`config.mk`:
```
export PLATFORM = sky130hd
export DESIGN_NAME = saradc_cdac_ctrl
export DESIGN_NICKNAME = d
export VERILOG_FILES = /design/src/rtl/saradc_pkg.sv /design/src/rtl/saradc_cdac_bit_drv.sv /design/src/rtl/saradc_cdac_ctrl.sv
export SDC_FILE = /design/constraint.sdc
export NUM_CORES = 1
export LEC_CHECK = 0
export CAP_MARGIN = 20
export CORE_MARGIN = 3
export CORE_UTILIZATION = 45
export CTS_CLUSTER_DIAMETER = 100
export DETAILED_ROUTE_END_ITERATION = 10
export GPL_TIMING_DRIVEN = 0
export PLACE_DENSITY = 0.75
export RECOVER_POWER = 25
export SLEW_MARGIN = 20
export SYNTH_ARGS = -nofsm -noshare
export SYNTH_HDL_FRONTEND = slang
export SYNTH_SLANG_ARGS = --single-unit
```
`constraint.sdc`:
```
create_clock -name CLK -period 3.4 [get_ports CLK]
set_clock_uncertainty 0.2 [all_clocks]
set_input_delay 0.68 -clock CLK [delete_from_list [all_inputs] [get_ports CLK]]
set_output_delay 0.68 -clock CLK [all_outputs]
set_load 0.005 [all_outputs]
```
`src/rtl/saradc_pkg.sv`:
```
// Shared encodings for the SAR CDAC controller: per-bit switch mode and FSM state.
package saradc_pkg;

    typedef enum logic [1:0] {
        SW_OFF = 2'd0,
        SW_IN  = 2'd1,
        SW_H   = 2'd2,
        SW_L   = 2'd3
    } sw_mode_e;

    typedef enum logic [2:0] {
        ST_IDLE   = 3'd0,
        ST_SAMPLE = 3'd1,
        ST_PREP   = 3'd2,
        ST_TRIAL  = 3'd3,
        ST_STROBE = 3'd4,
        ST_DECIDE = 3'd5,
        ST_DONE   = 3'd6
    } state_e;

endpackage

```
`src/rtl/saradc_cdac_bit_drv.sv`:
```
// One CDAC bit group: registers a switch mode into one-hot CRI/CRH/CRL and their complements.
module saradc_cdac_bit_drv
    import saradc_pkg::*;
(
    input  logic     clk,
    input  logic     rst_n,
    input  sw_mode_e mode_i,
    output logic     cri_o,
    output logic     crh_o,
    output logic     crl_o,
    output logic     crib_o,
    output logic     crhb_o,
    output logic     crlb_o
);

    logic cri_q, cri_d;
    logic crh_q, crh_d;
    logic crl_q, crl_d;

    always_comb begin
        cri_d = (mode_i == SW_IN);
        crh_d = (mode_i == SW_H);
        crl_d = (mode_i == SW_L);
    end

    always_ff @(posedge clk or negedge rst_n) begin
        if (!rst_n) begin
            cri_q <= 1'b0;
            crh_q <= 1'b0;
            crl_q <= 1'b0;
        end else begin
            cri_q <= cri_d;
            crh_q <= crh_d;
            crl_q <= crl_d;
        end
    end

    // Complements come from the same flops so true/complement can never disagree.
    assign cri_o  = cri_q;
    assign crh_o  = crh_q;
    assign crl_o  = crl_q;
    assign crib_o = ~cri_q;
    assign crhb_o = ~crh_q;
    assign crlb_o = ~crl_q;

endmodule

```
`src/rtl/saradc_cdac_ctrl.sv`:
```
// SAR conversion controller: sample, then one PREP/TRIAL/STROBE/DECIDE step per bit, MSB first.
module saradc_cdac_ctrl
    import saradc_pkg::*;
#(
    parameter int NBITS   = 8,
    parameter int NSAMPLE = 4
)
(
    input  logic             CLK,
    input  logic             RSTN,
    input  logic             START,
    input  logic             CMP,
    output logic             CMP_EN,
    output logic [NBITS-1:0] CRI,
    output logic [NBITS-1:0] CRH,
    output logic [NBITS-1:0] CRL,
    output logic [NBITS-1:0] CRIB,
    output logic [NBITS-1:0] CRHB,
    output logic [NBITS-1:0] CRLB,
    output logic             BUSY,
    output logic             VALID,
    output logic [NBITS-1:0] DATA
);

    localparam int BW = (NBITS > 1) ? $clog2(NBITS) : 1;
    localparam int CW = (NSAMPLE > 1) ? $clog2(NSAMPLE) : 1;
    localparam logic [BW-1:0] BIT_MSB  = BW'(NBITS - 1);
    localparam logic [CW-1:0] CNT_LAST = CW'(NSAMPLE - 1);

    state_e           state_q, state_d;
    logic [BW-1:0]    bit_q, bit_d;
    logic [CW-1:0]    cnt_q, cnt_d;
    logic [NBITS-1:0] result_q, result_d;
    logic [NBITS-1:0] data_q, data_d;
    logic             cmp_en_q, cmp_en_d;
    logic             busy_q, busy_d;
    logic             valid_q, valid_d;
    sw_mode_e         mode_d [NBITS];

    always_comb begin : fsm_next
        state_d  = state_q;
        bit_d    = bit_q;
        cnt_d    = cnt_q;
        result_d = result_q;
        case (state_q)
            ST_IDLE: begin
                if (START) begin
                    state_d  = ST_SAMPLE;
                    cnt_d    = '0;
                    result_d = '0;
                end
            end
            ST_SAMPLE: begin
                if (cnt_q == CNT_LAST) begin
                    state_d = ST_PREP;
                    bit_d   = BIT_MSB;
                end else begin
                    cnt_d = cnt_q + CW'(1);
                end
            end
            ST_PREP:   state_d = ST_TRIAL;
            ST_TRIAL:  state_d = ST_STROBE;
            ST_STROBE: state_d = ST_DECIDE;
            ST_DECIDE: begin
                result_d[bit_q] = CMP;
                if (bit_q == '0) begin
                    state_d = ST_DONE;
                end else begin
                    state_d = ST_PREP;
                    bit_d   = bit_q - BW'(1);
                end
            end
            ST_DONE:   state_d = ST_IDLE;
            default:   state_d = ST_IDLE;
        endcase
    end

    // Switch modes are derived from the next state so the registered controls line up with the state.
    always_comb begin : mode_next
        for (int i = 0; i < NBITS; i++) begin
            mode_d[i] = SW_OFF;
            case (state_d)
                ST_SAMPLE: mode_d[i] = SW_IN;
                ST_PREP, ST_TRIAL, ST_STROBE, ST_DECIDE: begin
                    if (i > int'(bit_d)) begin
                        mode_d[i] = result_d[i] ? SW_H : SW_L;
                        // A just-cleared bit breaks from H before settling on L.
                        if (state_d == ST_PREP && i == int'(bit_d) + 1 && !result_d[i]) begin
                            mode_d[i] = SW_OFF;
                        end
                    end else if (i == int'(bit_d)) begin
                        mode_d[i] = (state_d == ST_PREP) ? SW_OFF : SW_H;
                    end else begin
                        mode_d[i] = (state_d == ST_PREP && bit_d == BIT_MSB) ? SW_OFF : SW_L;
                    end
                end
                default: mode_d[i] = SW_OFF;
            endcase
        end
    end

    always_comb begin : out_next
        cmp_en_d = (state_d == ST_STROBE);
        busy_d   = (state_d != ST_IDLE);
        valid_d  = (state_d == ST_DONE);
        data_d   = valid_d ? result_d : data_q;
    end

    always_ff @(posedge CLK or negedge RSTN) begin
        if (!RSTN) begin
            state_q  <= ST_IDLE;
            bit_q    <= '0;
            cnt_q    <= '0;
            result_q <= '0;
            data_q   <= '0;
            cmp_en_q <= 1'b0;
            busy_q   <= 1'b0;
            valid_q  <= 1'b0;
        end else begin
            state_q  <= state_d;
            bit_q    <= bit_d;
            cnt_q    <= cnt_d;
            result_q <= result_d;
            data_q   <= data_d;
            cmp_en_q <= cmp_en_d;
            busy_q   <= busy_d;
            valid_q  <= valid_d;
        end
    end

    for (genvar g = 0; g < NBITS; g++) begin : g_bit
        saradc_cdac_bit_drv u_drv (
            .clk    (CLK),
            .rst_n  (RSTN),
            .mode_i (mode_d[g]),
            .cri_o  (CRI[g]),
            .crh_o  (CRH[g]),
            .crl_o  (CRL[g]),
            .crib_o (CRIB[g]),
            .crhb_o (CRHB[g]),
            .crlb_o (CRLB[g])
        );
    end

    assign CMP_EN = cmp_en_q;
    assign BUSY   = busy_q;
    assign VALID  = valid_q;
    assign DATA   = data_q;

endmodule

```
==> metrics list <==
* Most area-consuming cells after synthesis: sky130_fd_sc_hd__dfrtp_1 44%, sky130_fd_sc_hd__buf_4 13%, sky130_fd_sc_hd__inv_1 5.0%
* DR WL/cell: 12.9 µm
- Maximum clock path buffer count: 2
- Clock-pin transition on the worst setup and hold timing paths: 90 ps
* Final count of negative-setup-slack endpoints: 0
* Comb pwr share: 0.553
* Post-route antenna net violation count: 0
- The worst setup path is captured at a register.
- Number of iterations in the first detailed-routing pass: 4
* Total negative slack for setup checks: 0 ps
- Predominant post-synthesis flop cell: sky130_fd_sc_hd__dfrtp_1
- The internal power of the cells totals 1.71 mW.
- Share of the cycle needed by the critical path after routing: 0.905
* Power density over the cells: 709 mW/mm²
- Post-detailed-route DRC marker count: 0
- Status: finished clean
- Initial antenna violation count: 0
* Global-route wire length before repair: 9.77 mm
- TritonCTS built the clock tree.
- Count of flip-flops with a built-in enable after synthesis: 0
- Slew headroom: 0.0951
- Syn Inst Count: 305
* Top Ports: 63
- Top sig layer: met4
- Min Clock Period, post-route: 3080 ps
- H-tree level count: 2
* Actual transition at the worst max-transition pin: 1360 ps
* Start point of the worst hold path: DATA[4]$_DFFE_PN0P_
- Measured along the x axis, the die boundary spans 86.0 µm.
* Total global routing overflow: 0
* Worst supply voltage drop on vdd: 372 µV
- Maximum frequency from static timing analysis: 325 MHz
- The initial utilization of the core area, before any placement, comes to 0.475.
* Root Buffer Master: sky130_fd_sc_hd__clkbuf_8
* Sequential fraction of the synthesis area: 0.444
- Die Footprint: 0.00739 mm²
- RSZ-0062 raised after global routing: false
* Critical path start-end classification: reg -> reg
- The share of total power dissipated in the clock network is 0.126.
* Standard cell core area: 0.00606 mm²
- P&R area growth vs syn: 28.8%
* Length of routed wiring on met1: 2.74 mm
- Mean cell area of the mapped netlist: 9.43 µm²
* Maximum number of pins on one net before global-route repair: 28
- Clk sink count: 51
* Half-perimeter wire length after placement: 4.51 mm
- The routed design uses 323 µm of met3 wire.
- Reported leakage power: 1.76 nW
- Switching portion of total power: 0.348
- Met2 wire length: 2.74 mm
* Design Power: 2.63 mW
- Worst EP arrival: 3100 ps
* Switching power: 915 µW
- In this run the worst path has a maximum fanout of 11.
- The final layout contains routed wiring with a total length of 5.84 mm.
- Yosys cell types: 52
* First-iteration detailed-routing DRC count: 220
- Sequential group share of total power: 0.322
- The synthesized design contains 51 register bits.
- RePlAce Congestion: 0.875
- Synthesized Nets: 314
- Summing over every cut layer, the via total after detailed routing is 2250.
- Worst setup path startpoint: bit_q[1]$_DFF_PN0_
- Proportion of layout cells with a drive suffix above 1: 0.218
- Clock buffers created by TritonCTS: 5
* Number of global-route vias before repair: 2128
- Via density per instance: 4.98
- The initialized floorplan defines 28 standard-cell rows.
- For this run, the post-layout net count is 385.
* Required @ worst endpoint: 3420 ps
- Summed over all instances, the cell type with the most area after synthesis is sky130_fd_sc_hd__dfrtp_1.
- Crit start category: register
- In this run the critical register-to-register path is launched from bit_q[1]$_DFF_PN0_.
- Tot GR Track Use: 0.161
- Final Hold Viols: 0
* Proportion of synthesized flip-flops having asynchronous set or reset: 1.00
- Number of maximum-capacitance violations: 0
- The repair_antennas step left the layout with diodes totalling 0.
* Total of buffers placed on input and output ports: 62
- Clock latency on the worst-skew pair, taken at its later pin, is 300 ps.
* Fin util: 0.611
* Class of the tightest hold or removal check: reg -> reg
- The final-report max-slew violation count came to 0.
- From bottom edge to top edge, the die measures 86.0 µm.
- For this run, the number of Yosys warnings is 0.
- Area share of the largest cell type after synthesis: 0.444
- Cell area after synthesis: 0.00288 mm²
## cells in the final DEF (no fill, tap or decap), types with 5 or more instances in the layout
cell type,netlist,final
sky130_fd_sc_hd__nand3b_1,6,6
sky130_fd_sc_hd__clkbuf_8,0,5
sky130_fd_sc_hd__o21ai_0,7,7
sky130_fd_sc_hd__nor2_1,11,11
sky130_fd_sc_hd__nand2b_1,5,5
sky130_fd_sc_hd__dfrtp_1,51,51
sky130_fd_sc_hd__buf_4,49,51
sky130_fd_sc_hd__nand2_1,11,11
sky130_fd_sc_hd__clkbuf_1,8,8
sky130_fd_sc_hd__a21oi_1,11,11
sky130_fd_sc_hd__inv_1,38,38
sky130_fd_sc_hd__mux2_2,7,7
sky130_fd_sc_hd__nor3_1,12,11
sky130_fd_sc_hd__a31oi_1,6,6
sky130_fd_sc_hd__nand3_1,9,9
sky130_fd_sc_hd__clkdlybuf4s50_1,0,61
sky130_fd_sc_hd__ha_1,5,5
## cell type report
cell class | instances | area [µm²]
plain buffers | 62 | 430
flip-flops and latches | 51 | 1280
clock buffers | 5 | 68.8
clock inverters | 3 | 15.0
inverters | 40 | 150
multi-input cells | 151 | 1040
repair buffers | 65 | 633
fillers | 520 | 2360
well taps | 75 | 93.8
## cell usage after synthesis (4+ instances only)
| cell type | instances |
|---|---|
| sky130_fd_sc_hd__nor3_1 | 12 |
| sky130_fd_sc_hd__a31oi_1 | 6 |
| sky130_fd_sc_hd__inv_1 | 38 |
| sky130_fd_sc_hd__dfrtp_1 | 51 |
| sky130_fd_sc_hd__o21ai_0 | 7 |
| sky130_fd_sc_hd__a21oi_1 | 11 |
| sky130_fd_sc_hd__nand3b_1 | 6 |
| sky130_fd_sc_hd__nand3_1 | 9 |
| sky130_fd_sc_hd__buf_4 | 49 |
| sky130_fd_sc_hd__ha_1 | 5 |
| sky130_fd_sc_hd__nor4_1 | 4 |
| sky130_fd_sc_hd__o211ai_1 | 4 |
| sky130_fd_sc_hd__nor2_1 | 11 |
| sky130_fd_sc_hd__and3_1 | 4 |
| sky130_fd_sc_hd__nand2b_1 | 5 |
| sky130_fd_sc_hd__clkbuf_1 | 8 |
| sky130_fd_sc_hd__mux2_2 | 7 |
| sky130_fd_sc_hd__nand2_1 | 11 |
| sky130_fd_sc_hd__mux2i_1 | 4 |
## cell families (layout without fill, tap and decap cells)
logic type               after synthesis  in the layout  synth area share
buffers and inverters                103            175             0.203
AO/OA/AOI/OAI                         49             49             0.118
multiplexers                          11             11            0.0413
flip-flops                            51             51             0.444
adder cells (fa/ha/maj)                5              5            0.0217
AND/OR/NAND/NOR                       86             86             0.173
## metal layers
layer / vias up / GRT usage
li1: 1135 / -
met1: 1042 / 0.217
met2: 67 / 0.274
met3: 6 / 0.0221
met4: 0 / 0.0388
met5: - / 0
## repair_timing
item,4_1_cts,5_1_grt
buffers inserted,0,2
hold endpoints to repair,0,0
endpoints found under the setup margin,11,4
hold buffers,0,0
pin swaps,0,1
resized for setup,2,3
## critical path, stage by stage, from the launching register on
cell	delay [ps]
sky130_fd_sc_hd__dfrtp_1	550
sky130_fd_sc_hd__inv_1	150
sky130_fd_sc_hd__ha_1	260
sky130_fd_sc_hd__nor3b_1	190
sky130_fd_sc_hd__a22oi_1	100
sky130_fd_sc_hd__o21ai_2	180
sky130_fd_sc_hd__clkbuf_2	310
sky130_fd_sc_hd__ha_1	310
sky130_fd_sc_hd__inv_1	90
sky130_fd_sc_hd__nor2_1	60
sky130_fd_sc_hd__or4_1	390
sky130_fd_sc_hd__a31oi_1	180
## flip-flops by register name, indices dropped and copies added, names as in the netlist
register	cells
DATA	8
bit_q	3
cnt_q	2
g_bit.u_drv.cri_o	8
CMP_EN	1
VALID	1
state_q	3
g_bit.u_drv.crh_o	8
BUSY	1
g_bit.u_drv.crl_o	8
result_q	8
## path summary, 6_finish.rpt
path / end / slack (ps) / depth (start not counted)
max: g_bit[5].u_drv.crl_o$_DFF_PN0_ / 320 / 11
min: DATA[4]$_DFFE_PN0P_ / 290 / 2
max reg2reg: g_bit[5].u_drv.crl_o$_DFF_PN0_ / 320 / 11
min reg2reg: DATA[4]$_DFFE_PN0P_ / 290 / 2
max in group asynchronous: g_bit[4].u_drv.crh_o$_DFF_PN0_ / 760 / 2
min in group asynchronous: cnt_q[1]$_DFFE_PN0P_ / 410 / 1
## metrics by stage
| stage | hold WS [ps] | setup slack [ps] | area, µm² | std cells |
|---|---|---|---|---|
| 2_1_floorplan | 184 | 163 | 2880 | 305 |
| 3_3_place_gp | 274 | -450 | 3590 | 442 |
| 3_5_place_dp | 274 | -453 | 3610 | 443 |
| 4_1_cts | 161 | 30.1 | 3700 | 451 |
| 5_1_grt | 329 | 64.1 | 3700 | 452 |
| 6_report | 288 | 324 | 3700 | 452 |
## power by group through the flow
stage               combinational, mW  sequential [mW]  clock [mW]
finish                           1.45            0.846       0.330
global route                     1.59            0.865       0.369
CTS                              1.44            0.834       0.346
detailed placement               1.42            0.848           0
global placement                 1.40            0.842           0
floorplan                       0.863            0.831           0
Power figures use the tool's default switching activity.
